## config.mk

```make
export PLATFORM = sky130hd
export DESIGN_NAME = pico_mem_responder_flat
export DESIGN_NICKNAME = d
export VERILOG_FILES = /design/src/rtl/pico_mem_responder_pkg.sv /design/src/rtl/pico_mem_responder_if.sv /design/src/rtl/pico_mem_responder_sram.sv /design/src/rtl/pico_mem_responder.sv /design/src/flat_wrapper.sv
export SDC_FILE = /design/constraint.sdc
export NUM_CORES = 1
export LEC_CHECK = 0
export BUFFER_PORTS_ARGS = -buffer_cell sky130_fd_sc_hd__buf_2
export CORE_ASPECT_RATIO = 0.5
export CORE_MARGIN = 2
export CORE_UTILIZATION = 40
export DETAILED_ROUTE_END_ITERATION = 16
export PLACE_DENSITY = 0.56
export SYNTH_ARGS = -nofsm -noshare
export SYNTH_HDL_FRONTEND = slang
export SYNTH_HIERARCHICAL = 1
export SYNTH_SLANG_ARGS = --single-unit
```

## constraint.sdc

```tcl
create_clock -name clk_i -period 10.67 [get_ports clk_i]
set_clock_uncertainty 0.05 [all_clocks]
set_input_delay 0.5335 -clock clk_i [delete_from_list [all_inputs] [get_ports clk_i]]
set_output_delay 0.5335 -clock clk_i [all_outputs]
set_load 0.05 [all_outputs]
```

## src/rtl/pico_mem_responder_pkg.sv

```systemverilog
// Shared types and constants for the wait-state memory responder.
package pico_mem_pkg;

  localparam int WAIT_W = 4;
  localparam logic [31:0] RD_ERR_DATA = 32'h0000_0000;

  typedef enum logic [1:0] {
    IDLE = 2'd0,
    WAIT = 2'd1,
    RESP = 2'd2
  } state_e;

endpackage

```

## src/rtl/pico_mem_responder_if.sv

```systemverilog
// picorv32 native memory bus: the CPU drives requests, the responder answers with ready/rdata.
interface pico_mem_if;

  logic        mem_valid;
  logic        mem_instr;
  logic [31:0] mem_addr;
  logic [31:0] mem_wdata;
  logic [3:0]  mem_wstrb;
  logic        mem_ready;
  logic [31:0] mem_rdata;

  modport master (
    output mem_valid, mem_instr, mem_addr, mem_wdata, mem_wstrb,
    input  mem_ready, mem_rdata
  );

  modport slave (
    input  mem_valid, mem_instr, mem_addr, mem_wdata, mem_wstrb,
    output mem_ready, mem_rdata
  );

endinterface

```

## src/rtl/pico_mem_responder_sram.sv

```systemverilog
// Word-organised array with per-byte write enables and a registered read port that
// returns RD_ERR_DATA on every cycle it is not asked to read.
module pico_word_sram
  import pico_mem_pkg::*;
#(
  parameter int unsigned WORDS = 32,
  parameter int unsigned AW    = 5
) (
  input  logic          clk_i,
  input  logic          rst_i,
  input  logic          we_i,
  input  logic          re_i,
  input  logic [3:0]    be_i,
  input  logic [AW-1:0] idx_i,
  input  logic [31:0]   wdata_i,
  output logic [31:0]   rdata_o
);

  logic [31:0] mem_q [WORDS];
  logic [31:0] rdata_q;

  // Byte-lane writes; contents deliberately survive reset.
  always_ff @(posedge clk_i) begin
    for (int b = 0; b < 4; b++) begin
      if (we_i && be_i[b]) begin
        mem_q[idx_i][8*b +: 8] <= wdata_i[8*b +: 8];
      end
    end
  end

  // Read register.
  always_ff @(posedge clk_i or posedge rst_i) begin
    if (rst_i) begin
      rdata_q <= RD_ERR_DATA;
    end else if (re_i) begin
      rdata_q <= mem_q[idx_i];
    end else begin
      rdata_q <= RD_ERR_DATA;
    end
  end

  assign rdata_o = rdata_q;

endmodule

```

## src/rtl/pico_mem_responder.sv

```systemverilog
// Wait-state responder for the picorv32 native memory interface with sticky
// out-of-range / protocol error flags and an instruction-fetch counter.
module pico_mem_responder
  import pico_mem_pkg::*;
#(
  parameter int unsigned WORDS       = 32,
  parameter logic [31:0] BASE_ADDR   = 32'h0000_0000,
  parameter int unsigned WAIT_CYCLES = 1
) (
  input  logic        clk_i,
  input  logic        rst_i,
  pico_mem_if.slave   mem,
  output logic        err_oob_o,
  output logic        err_proto_o,
  output logic [15:0] fetch_count_o
);

  localparam int unsigned        AW        = (WORDS > 1) ? $clog2(WORDS) : 1;
  localparam logic [31:0]        SPAN      = 32'(WORDS * 4);
  localparam logic [WAIT_W-1:0]  WAIT_INIT = WAIT_W'(WAIT_CYCLES);
  localparam logic [WAIT_W-1:0]  CNT_ONE   = WAIT_W'(1);

  state_e            state_q, state_d;
  logic [WAIT_W-1:0] cnt_q, cnt_d;
  logic [31:0]       addr_q, addr_d, wdata_q, wdata_d;
  logic [3:0]        wstrb_q, wstrb_d;
  logic              instr_q, instr_d, ready_q, ready_d;
  logic              oob_q, oob_d, proto_q, proto_d;
  logic [15:0]       fcnt_q, fcnt_d;

  logic [31:0]       req_addr_s, req_wdata_s, offset_s, sram_rdata_s;
  logic [3:0]        req_wstrb_s;
  logic              req_instr_s, in_range_s, enter_resp_s, sram_we_s, sram_re_s;
  logic [AW-1:0]     idx_s;

  // With zero wait states the access is served straight from the bus in IDLE.
  assign req_addr_s  = (state_q == IDLE) ? mem.mem_addr  : addr_q;
  assign req_wdata_s = (state_q == IDLE) ? mem.mem_wdata : wdata_q;
  assign req_wstrb_s = (state_q == IDLE) ? mem.mem_wstrb : wstrb_q;
  assign req_instr_s = (state_q == IDLE) ? mem.mem_instr : instr_q;
  assign offset_s    = req_addr_s - BASE_ADDR;
  assign in_range_s  = (offset_s < SPAN);
  assign idx_s       = offset_s[AW+1:2];

  // Next-state, request capture and error/counter update.
  always_comb begin
    state_d      = state_q;
    cnt_d        = cnt_q;
    addr_d       = addr_q;
    wdata_d      = wdata_q;
    wstrb_d      = wstrb_q;
    instr_d      = instr_q;
    ready_d      = 1'b0;
    oob_d        = oob_q;
    proto_d      = proto_q;
    fcnt_d       = fcnt_q;
    enter_resp_s = 1'b0;
    sram_we_s    = 1'b0;
    sram_re_s    = 1'b0;
    case (state_q)
      IDLE: begin
        if (mem.mem_valid) begin
          addr_d  = mem.mem_addr;
          wdata_d = mem.mem_wdata;
          wstrb_d = mem.mem_wstrb;
          instr_d = mem.mem_instr;
          cnt_d   = WAIT_INIT;
          if (WAIT_INIT == '0) begin
            enter_resp_s = 1'b1;
          end else begin
            state_d = WAIT;
          end
        end else begin
          state_d = IDLE;
        end
      end
      WAIT: begin
        if (!mem.mem_valid) begin
          state_d = IDLE;
          proto_d = 1'b1;
        end else begin
          if ((mem.mem_addr != addr_q) || (mem.mem_wdata != wdata_q) ||
              (mem.mem_wstrb != wstrb_q)) begin
            proto_d = 1'b1;
          end else begin
            proto_d = proto_q;
          end
          cnt_d = cnt_q - CNT_ONE;
          if (cnt_q == CNT_ONE) begin
            enter_resp_s = 1'b1;
          end else begin
            state_d = WAIT;
          end
        end
      end
      RESP: begin
        state_d = IDLE;
      end
      default: begin
        state_d = IDLE;
      end
    endcase
    if (enter_resp_s) begin
      state_d = RESP;
      ready_d = 1'b1;
      if (in_range_s) begin
        sram_we_s = (req_wstrb_s != 4'b0000);
        sram_re_s = (req_wstrb_s == 4'b0000);
      end else begin
        oob_d = 1'b1;
      end
      if (req_instr_s && (fcnt_q != 16'hFFFF)) begin
        fcnt_d = fcnt_q + 16'd1;
      end else begin
        fcnt_d = fcnt_q;
      end
    end else begin
      ready_d = 1'b0;
    end
  end

  // State and datapath registers.
  always_ff @(posedge clk_i or posedge rst_i) begin
    if (rst_i) begin
      state_q <= IDLE;
      cnt_q   <= '0;
      addr_q  <= 32'h0;
      wdata_q <= 32'h0;
      wstrb_q <= 4'b0000;
      instr_q <= 1'b0;
      ready_q <= 1'b0;
      oob_q   <= 1'b0;
      proto_q <= 1'b0;
      fcnt_q  <= 16'h0000;
    end else begin
      state_q <= state_d;
      cnt_q   <= cnt_d;
      addr_q  <= addr_d;
      wdata_q <= wdata_d;
      wstrb_q <= wstrb_d;
      instr_q <= instr_d;
      ready_q <= ready_d;
      oob_q   <= oob_d;
      proto_q <= proto_d;
      fcnt_q  <= fcnt_d;
    end
  end

  pico_word_sram #(.WORDS(WORDS), .AW(AW)) u_sram (
    .clk_i   (clk_i),
    .rst_i   (rst_i),
    .we_i    (sram_we_s),
    .re_i    (sram_re_s),
    .be_i    (req_wstrb_s),
    .idx_i   (idx_s),
    .wdata_i (req_wdata_s),
    .rdata_o (sram_rdata_s)
  );

  assign mem.mem_ready  = ready_q;
  assign mem.mem_rdata  = sram_rdata_s;
  assign err_oob_o      = oob_q;
  assign err_proto_o    = proto_q;
  assign fetch_count_o  = fcnt_q;

endmodule
```

## src/flat_wrapper.sv

```systemverilog
// flat-port wrapper written by rule: the top's interface ports become plain ports
module pico_mem_responder_flat import pico_mem_pkg::*;
#(
  parameter int unsigned WORDS       = 32,
  parameter logic [31:0] BASE_ADDR   = 32'h0000_0000,
  parameter int unsigned WAIT_CYCLES = 1
)
  (clk_i, rst_i, err_oob_o, err_proto_o, fetch_count_o, mem_mem_valid, mem_mem_instr, mem_mem_addr, mem_mem_wdata, mem_mem_wstrb, mem_mem_ready, mem_mem_rdata);
  pico_mem_if mem_i ();
  input  logic clk_i;
  input  logic rst_i;
  output logic err_oob_o;
  output logic err_proto_o;
  output logic [15:0] fetch_count_o;
  input wire logic [$bits(mem_i.mem_valid)-1:0] mem_mem_valid;
  input wire logic [$bits(mem_i.mem_instr)-1:0] mem_mem_instr;
  input wire logic [$bits(mem_i.mem_addr)-1:0] mem_mem_addr;
  input wire logic [$bits(mem_i.mem_wdata)-1:0] mem_mem_wdata;
  input wire logic [$bits(mem_i.mem_wstrb)-1:0] mem_mem_wstrb;
  output wire logic [$bits(mem_i.mem_ready)-1:0] mem_mem_ready;
  output wire logic [$bits(mem_i.mem_rdata)-1:0] mem_mem_rdata;
  assign mem_i.mem_valid = mem_mem_valid;
  assign mem_i.mem_instr = mem_mem_instr;
  assign mem_i.mem_addr = mem_mem_addr;
  assign mem_i.mem_wdata = mem_mem_wdata;
  assign mem_i.mem_wstrb = mem_mem_wstrb;
  assign mem_mem_ready = mem_i.mem_ready;
  assign mem_mem_rdata = mem_i.mem_rdata;
  pico_mem_responder #(.WORDS(WORDS), .BASE_ADDR(BASE_ADDR), .WAIT_CYCLES(WAIT_CYCLES)) u_core (.clk_i(clk_i), .rst_i(rst_i), .mem(mem_i), .err_oob_o(err_oob_o), .err_proto_o(err_proto_o), .fetch_count_o(fetch_count_o));
endmodule
```

==> impl_results.md, run 1 <==
- Status: finished, final reports clean
- Slew HR: 22.3%
- Initial Util: 40.4%
- Register area share after synthesis: 74.5%
- Clock Power Share: 29.7%
- Via density: 5.61
- F_max: 179 MHz
- Worst path arrival time: 6.09 ns
- Clock latency on the worst-skew pair: 0.70 ns
- VDD IR-drop max: 0.183 mV
- Worst min path class: in -> reg
- Routed WL per cell: 26.6 um
- CTS Sinks: 1150
- Non-Filler Instances: 4406
- Syn_area_per_cell: 16.9 um^2
- Synth Net Count: 2768
- Setup ws final: 5.08 ns
- Final instance area: 0.0512 mm^2
- H-tree depth: 3
- Library cells used by synthesis: 49
- Drt pass-1 iters: 5
- Crit Path Class: reg -> reg
- Row Count: 87
- Internal: 8.76 mW
- GRT Total Usage: 19.9%
- NetSw: 4.02 mW
- Commonest non-fill, non-tap cell in the layout: edfxtp_1
- Overall Power: 12.8 mW
- Pin count of the biggest net entering global routing: 137
- Setup tns final: 0 ns
- Critical Path RT: 11.17 ns
- Postcts setup bufs: 0
- Post-Syn Area: 0.0455 mm^2
- IO Pins: 123
- Maximum clock path buffer count: 3
- Post-Place Setup Slack: 5.16 ns
- Synth top area share: 67.6%
- CP max-delay cell: buf_4
- Number of global-route vias before repair: 24100
- Post-DP Area: 0.0477 mm^2
- Clk slew on worst S/H paths: 0.07 ns
- Post-layout util: 45.4%
- Least-Margin Pin Slew: 1.16 ns
- Post-Synthesis Cells: 2693
- WHS: 0.0589 ns
- Remaining global-route overflow: 0
- Root Driver: clkbuf_16
- Core Area: 0.113 mm^2
- Total Wirelength: 117 mm
- Via count of the routed design: 24700
- Crit Path Max Fanout: 136
- PostCTS Resize Cnt: 0
- CTS tree: yes
- Number of diodes: 0
- HP Start: mem_mem_addr[21]
- Die width: 481 um
- DRC: 0
- Post-synth EDFFs: 1024
- Comb pwr share: 25.7%
- DP HPWL: 71.4 mm
- Global-route wire length before repair: 169 mm
- Worst R2R Start: u_core/state_q[0]$_DFFE_PP0P_
- GPL Wtd Cong: 0.788
- Tcrit/Tclk final: 52.4%
- RSZ-0062 raised after global routing: no
- Die H: 243 um
- Flop pwr share: 44.6%
- Setup violations, final: 0
- Synth async-reset ratio: 11.0%
- Fin. max-slew vios: 0
- Sw Share: 31.4%
- CP max stage delay: 0.95 ns
- Critical Path Most Common Cell: buf_4
- CP startpoint: u_core/state_q[0]$_DFFE_PP0P_
- DRT iter0 DRCs: 2104
- CP Capture Type: register
- Yosys reg bits: 1150
- Antenna-violating nets left: 0
- Static leakage: 18.0 nW
- Pwr Density: 249 mW/mm^2
- Yosys warns: 6
- Layout area overhead: 12.5%
- Final net count: 2879
- Crit path cell chain: nor2_4 > buf_4 > mux2_8 > buf_12 > buf_4 > mux2i_1 > o22ai_1 > nor4_1 > a21boi_1
- Placed Cells: 4204
- Die ar.: 0.117 mm^2
- Most frequent cells in the layout: 1024 x edfxtp_1, 519 x mux2i_1, 262 x o22ai_1
- IO Port Bufs: 122
- Top_reg_cell synth: edfxtp_1
- Ranking of synthesized cells by area: edfxtp_1 68%, mux2i_1 11%, dfrtp_1 6.9%
- Seq. cell area: 0.0339 mm^2
- Worst path bufs/invs: 3
- Leading area contributor after synthesis: edfxtp_1
- Share of layout cells above drive strength 1: 14.6%
- Max-Cap Viols: 0
- Startpoint types: register
- Cts bufs inserted: 106
- CP delay by family, top: buffers and inverters
- Final Hold Fails: 0
- Multi-input logic area: 0.0109 mm^2
- Minimum clock period: 5.59 ns
- Antenna violations before repair: 10
- Fill cells: 9827
-- routing by layer --
| layer | up-vias | routed length [um] | GRT usage (%) |
|---|---|---|---|
| li1 | 10900 | - | - |
| met2 | 783 | 53400 | 30.5 |
| met1 | 12900 | 54800 | 29.7 |
| met3 | 142 | 7020 | 3.36 |
| met5 | - | 88 | 0 |
| met4 | 14 | 2120 | 4.37 |
-- synth_stat cells, types with 6 or more instances --
cell / number
mux2i_1: 519
buf_2: 84
xor2_1: 40
nand4_1: 19
nand3_1: 18
o22ai_1: 262
xnor2_1: 14
nand2_1: 21
nand4bb_1: 6
mux2_2: 95
nor2_1: 141
nor3_1: 7
o21ai_0: 14
a21oi_1: 6
nor2b_1: 19
dfrtp_1: 126
inv_1: 30
nor4_1: 84
edfxtp_1: 1024
a21boi_1: 32
clkbuf_1: 62
-- timing repair --
item / in CTS / in global routing
hold endpoints to repair: 51 / 0
hold buffers: 5 / 0
endpoints found under the setup margin: 0 / 0
-- worst paths after layout --
| check | slack [ns] | end | depth (start not counted) |
|---|---|---|---|
| max | 5.08 | u_core/u_sram/rdata_o[8]$_DFF_PP0_ | 9 |
| min | 0.06 | u_core/addr_q[21]$_DFFE_PP0P_ | 2 |
| max reg2reg | 5.08 | u_core/u_sram/rdata_o[8]$_DFF_PP0_ | 9 |
| min reg2reg | 0.41 | u_core/err_oob_o$_DFFE_PP0P_ | 1 |
| max in group asynchronous | 8.96 | u_core/wdata_q[23]$_DFFE_PP0P_ | 4 |
| min in group asynchronous | 0.46 | u_core/fetch_count_o[2]$_DFFE_PP0P_ | 3 |
-- worst reg2reg max path, stage by stage (launching register included) --
cell and delay, ns:
dfrtp_1 0.53, nor2_4 0.15, buf_4 0.55, mux2_8 0.75, buf_12 0.79, buf_4 1.07, mux2i_1 0.42, o22ai_1 0.10
nor4_1 0.87, a21boi_1 0.17
-- layout make-up --
| type | instances | share of cell area [%] |
|---|---|---|
| flip-flops and latches | 1150 | 66.2 |
| multi-input cells | 1358 | 21.3 |
| clock buffers | 155 | 5.95 |
| well taps | 1513 | 3.70 |
| repair buffers | 158 | 1.79 |
| clock inverters | 42 | 0.833 |
| inverters | 30 | 0.225 |
-- cells by family after synthesis --
logic type	after synthesis	share of synthesized area, %
compound gates	337	4.77
xor+xnor	54	1.04
fa+ha+maj	3	0.0825
buf+inv	185	1.84
flops	1150	74.5
mux	614	13.8
simple gates	350	4.03
-- power by group through the flow --
| stage | logic [mW] | clock network, mW | registers (mW) |
|---|---|---|---|
| after floorplan | 2.10 | 0 | 5.78 |
| after global placement | 3.23 | 0 | 5.79 |
| after detailed placement | 3.26 | 0 | 5.79 |
| after CTS | 3.27 | 3.87 | 5.70 |
| after global routing | 3.47 | 4.06 | 5.72 |
| final | 3.28 | 3.79 | 5.70 |
-- registers in the layout, indices dropped and copies added, names as in the netlist --
| register | count |
|---|---|
| u_core/err_oob_o | 1 |
| u_core/mem.mem_ready | 1 |
| u_core/u_sram/mem_q | 1024 |
| u_core/addr_q | 32 |
| u_core/err_proto_o | 1 |
| u_core/instr_q | 1 |
| u_core/state_q | 2 |
| u_core/cnt_q | 4 |
| u_core/fetch_count_o | 16 |
| u_core/wdata_q | 32 |
| u_core/u_sram/rdata_o | 32 |
| u_core/wstrb_q | 4 |
Note: power is estimated with default switching activity, not from simulation.
==> inputs of run 2 (changes only) <==
==> constraint.sdc (replaced) <==
create_clock -name clk_i -period 5.6 [get_ports clk_i]
set_clock_uncertainty 0.05 [all_clocks]
set_input_delay 0.28 -clock clk_i [delete_from_list [all_inputs] [get_ports clk_i]]
set_output_delay 0.28 -clock clk_i [all_outputs]
set_load 0.05 [all_outputs]
==> impl_results.md, run 2 (synthesis results as in run 1) <==
- Status: finished, final reports clean
- Final net count: 3011
- CTS Sinks: 1150
- Maximum clock path buffer count: 3
- Drt pass-1 iters: 5
- Worst path arrival time: 5.26 ns
- Global-route wire length before repair: 172 mm
- VDD IR-drop max: 0.287 mV
- Antenna violations before repair: 4
- Row Count: 87
- Setup tns final: 0 ns
- Max reg flops: 1024
- Die ar.: 0.117 mm^2
- Fin. max-slew vios: 0
- Crit Path Class: reg -> reg
- Cts bufs inserted: 105
- Number of global-route vias before repair: 24800
- Clk slew on worst S/H paths: 0.06 ns
- Max-Cap Viols: 0
- Via density: 5.55
- DRC: 0
- Critical Path RT: 6.11 ns
- Slew HR: 16.1%
- Commonest non-fill, non-tap cell in the layout: edfxtp_1
- Pin count of the biggest net entering global routing: 102
- Layout area overhead: 15.1%
- Tcrit/Tclk final: 85.0%
- DP HPWL: 74.5 mm
- Startpoint types: register
- Reg with most FFs: u_core/u_sram/mem_q
- Clock latency on the worst-skew pair: 0.71 ns
- CP Capture Type: register
- Root Driver: clkbuf_16
- Fill cells: 9706
- Initial Util: 40.4%
- F_max: 210 MHz
- Final instance area: 0.0524 mm^2
- Remaining global-route overflow: 0
- Core Area: 0.113 mm^2
- GRT Total Usage: 20.1%
- Die width: 481 um
- Routed WL per cell: 26.1 um
- CTS tree: yes
- Crit Path Max Fanout: 28
- Metal3 WL: 6.70 mm
- Wire length on met2: 53.8 mm
- Postcts setup bufs: 0
- Antenna-violating nets left: 0
- Metal-1 WL: 55.5 mm
- IO Port Bufs: 122
- Setup violations, final: 0
- Via count of the routed design: 25200
- Static leakage: 18.6 nW
- Share of layout cells above drive strength 1: 15.9%
- GPL Wtd Cong: 0.813
- Final Hold Fails: 0
- Minimum clock period: 4.76 ns
- Worst min path class: in -> async
- Top Layer Used: met5
- Pwr Density: 466 mW/mm^2
- Least-Margin Pin Slew: 1.25 ns
- IO Pins: 123
- Die H: 243 um
- RSZ-0062 raised after global routing: no
- H-tree depth: 3
- Total Wirelength: 118 mm
- Most frequent cells in the layout: 1024 x edfxtp_1, 519 x mux2i_1, 262 x o22ai_1
- DRT iter0 DRCs: 2390
- Post-DP Area: 0.0482 mm^2
[run 2: cell types whose count changed in the layout (fill, tap and decap cells not counted), moves of 3 or more]
cell | before | now
clkinv_2 | 19 | 10
clkbuf_8 | 14 | 8
clkinv_1 | 10 | 26
clkinvlp_4 | 1 | 9
buf_4 | 29 | 92
buf_12 | 2 | 6
bufinv_16 | 6 | 9
clkbuf_1 | 30 | 23
dlygate4sd3_1 | 5 | 71
[run 2: cell type report]
type	count	area (um^2)	share of cell area, %
inverter	30	115	0.220
antenna	1	2.50	0.00478
sequential	1150	33900	64.7
clock inverter	58	561	1.07
multi-input combinational	1358	10900	20.8
timing repair buffer	291	2130	4.07
tap	1513	1890	3.61
clock buffer	138	2870	5.49
[run 2: through the flow]
| stage | total power, mW | hold WS (ns) | util (%) | cells | setup WS, ns |
|---|---|---|---|---|---|
| global placement | 17.3 | 0.223 | 42.8 | 4271 | 0.988 |
| detailed placement | 17.3 | 0.223 | 42.8 | 4271 | 0.996 |
| global route | 25.3 | 0.0488 | 46.4 | 4538 | 0.752 |
| floorplan | 15.0 | 0.346 | - | 2693 | 2.17 |
| finish | 24.4 | 0.0538 | 46.4 | 4539 | 0.842 |
| CTS | 24.6 | 0.00775 | 46.4 | 4538 | 0.974 |
[run 2: worst paths after layout]
path                                                       endpoint  slack [ns]                           from  cells past startpoint
worst max-delay path             u_core/u_sram/rdata_o[5]$_DFF_PP0_        0.84  u_core/state_q[0]$_DFFE_PP0P_                      7
worst min-delay path            u_core/fetch_count_o[4]$_DFFE_PP0P_        0.05                          rst_i                      3
worst max register to register   u_core/u_sram/rdata_o[5]$_DFF_PP0_        0.84  u_core/state_q[0]$_DFFE_PP0P_                      7
worst min register to register         u_core/err_oob_o$_DFFE_PP0P_        0.43   u_core/err_oob_o$_DFFE_PP0P_                      1
max in group asynchronous              u_core/addr_q[2]$_DFFE_PP0P_        4.14                          rst_i                      4
min in group clk_i                       u_core/instr_q$_DFFE_PP0P_        0.33                  mem_mem_instr                      3
[run 2: repair_timing]
item	4_1_cts	5_1_grt
hold buffers	71	0
endpoints found under the hold margin	119	0
endpoints found under the setup margin	0	0
gates resized for setup	0	0
[run 2: power by group]
group          switching [mW]  internal (mW)
clock                    3.19           4.03
sequential              0.252           10.6
combinational            4.27           2.06
total                    7.72           16.7
[run 2: routing by layer]
| metal | vias to the layer above | GRT usage [%] |
|---|---|---|
| met3 | 156 | 2.95 |
| li1 | 11200 | - |
| met5 | - | 0 |
| met1 | 13100 | 30.5 |
| met4 | 2 | 4.39 |
| met2 | 771 | 30.7 |
[run 2: worst max-delay path, cell delays in order, from the launching register on]
cell      delay (ns)
dfrtp_1         0.53
nor2_4          0.76
mux2_2          0.61
nand4_1         0.93
buf_4           0.44
o22ai_1         0.14
nor4_1          0.96
a21boi_1        0.15
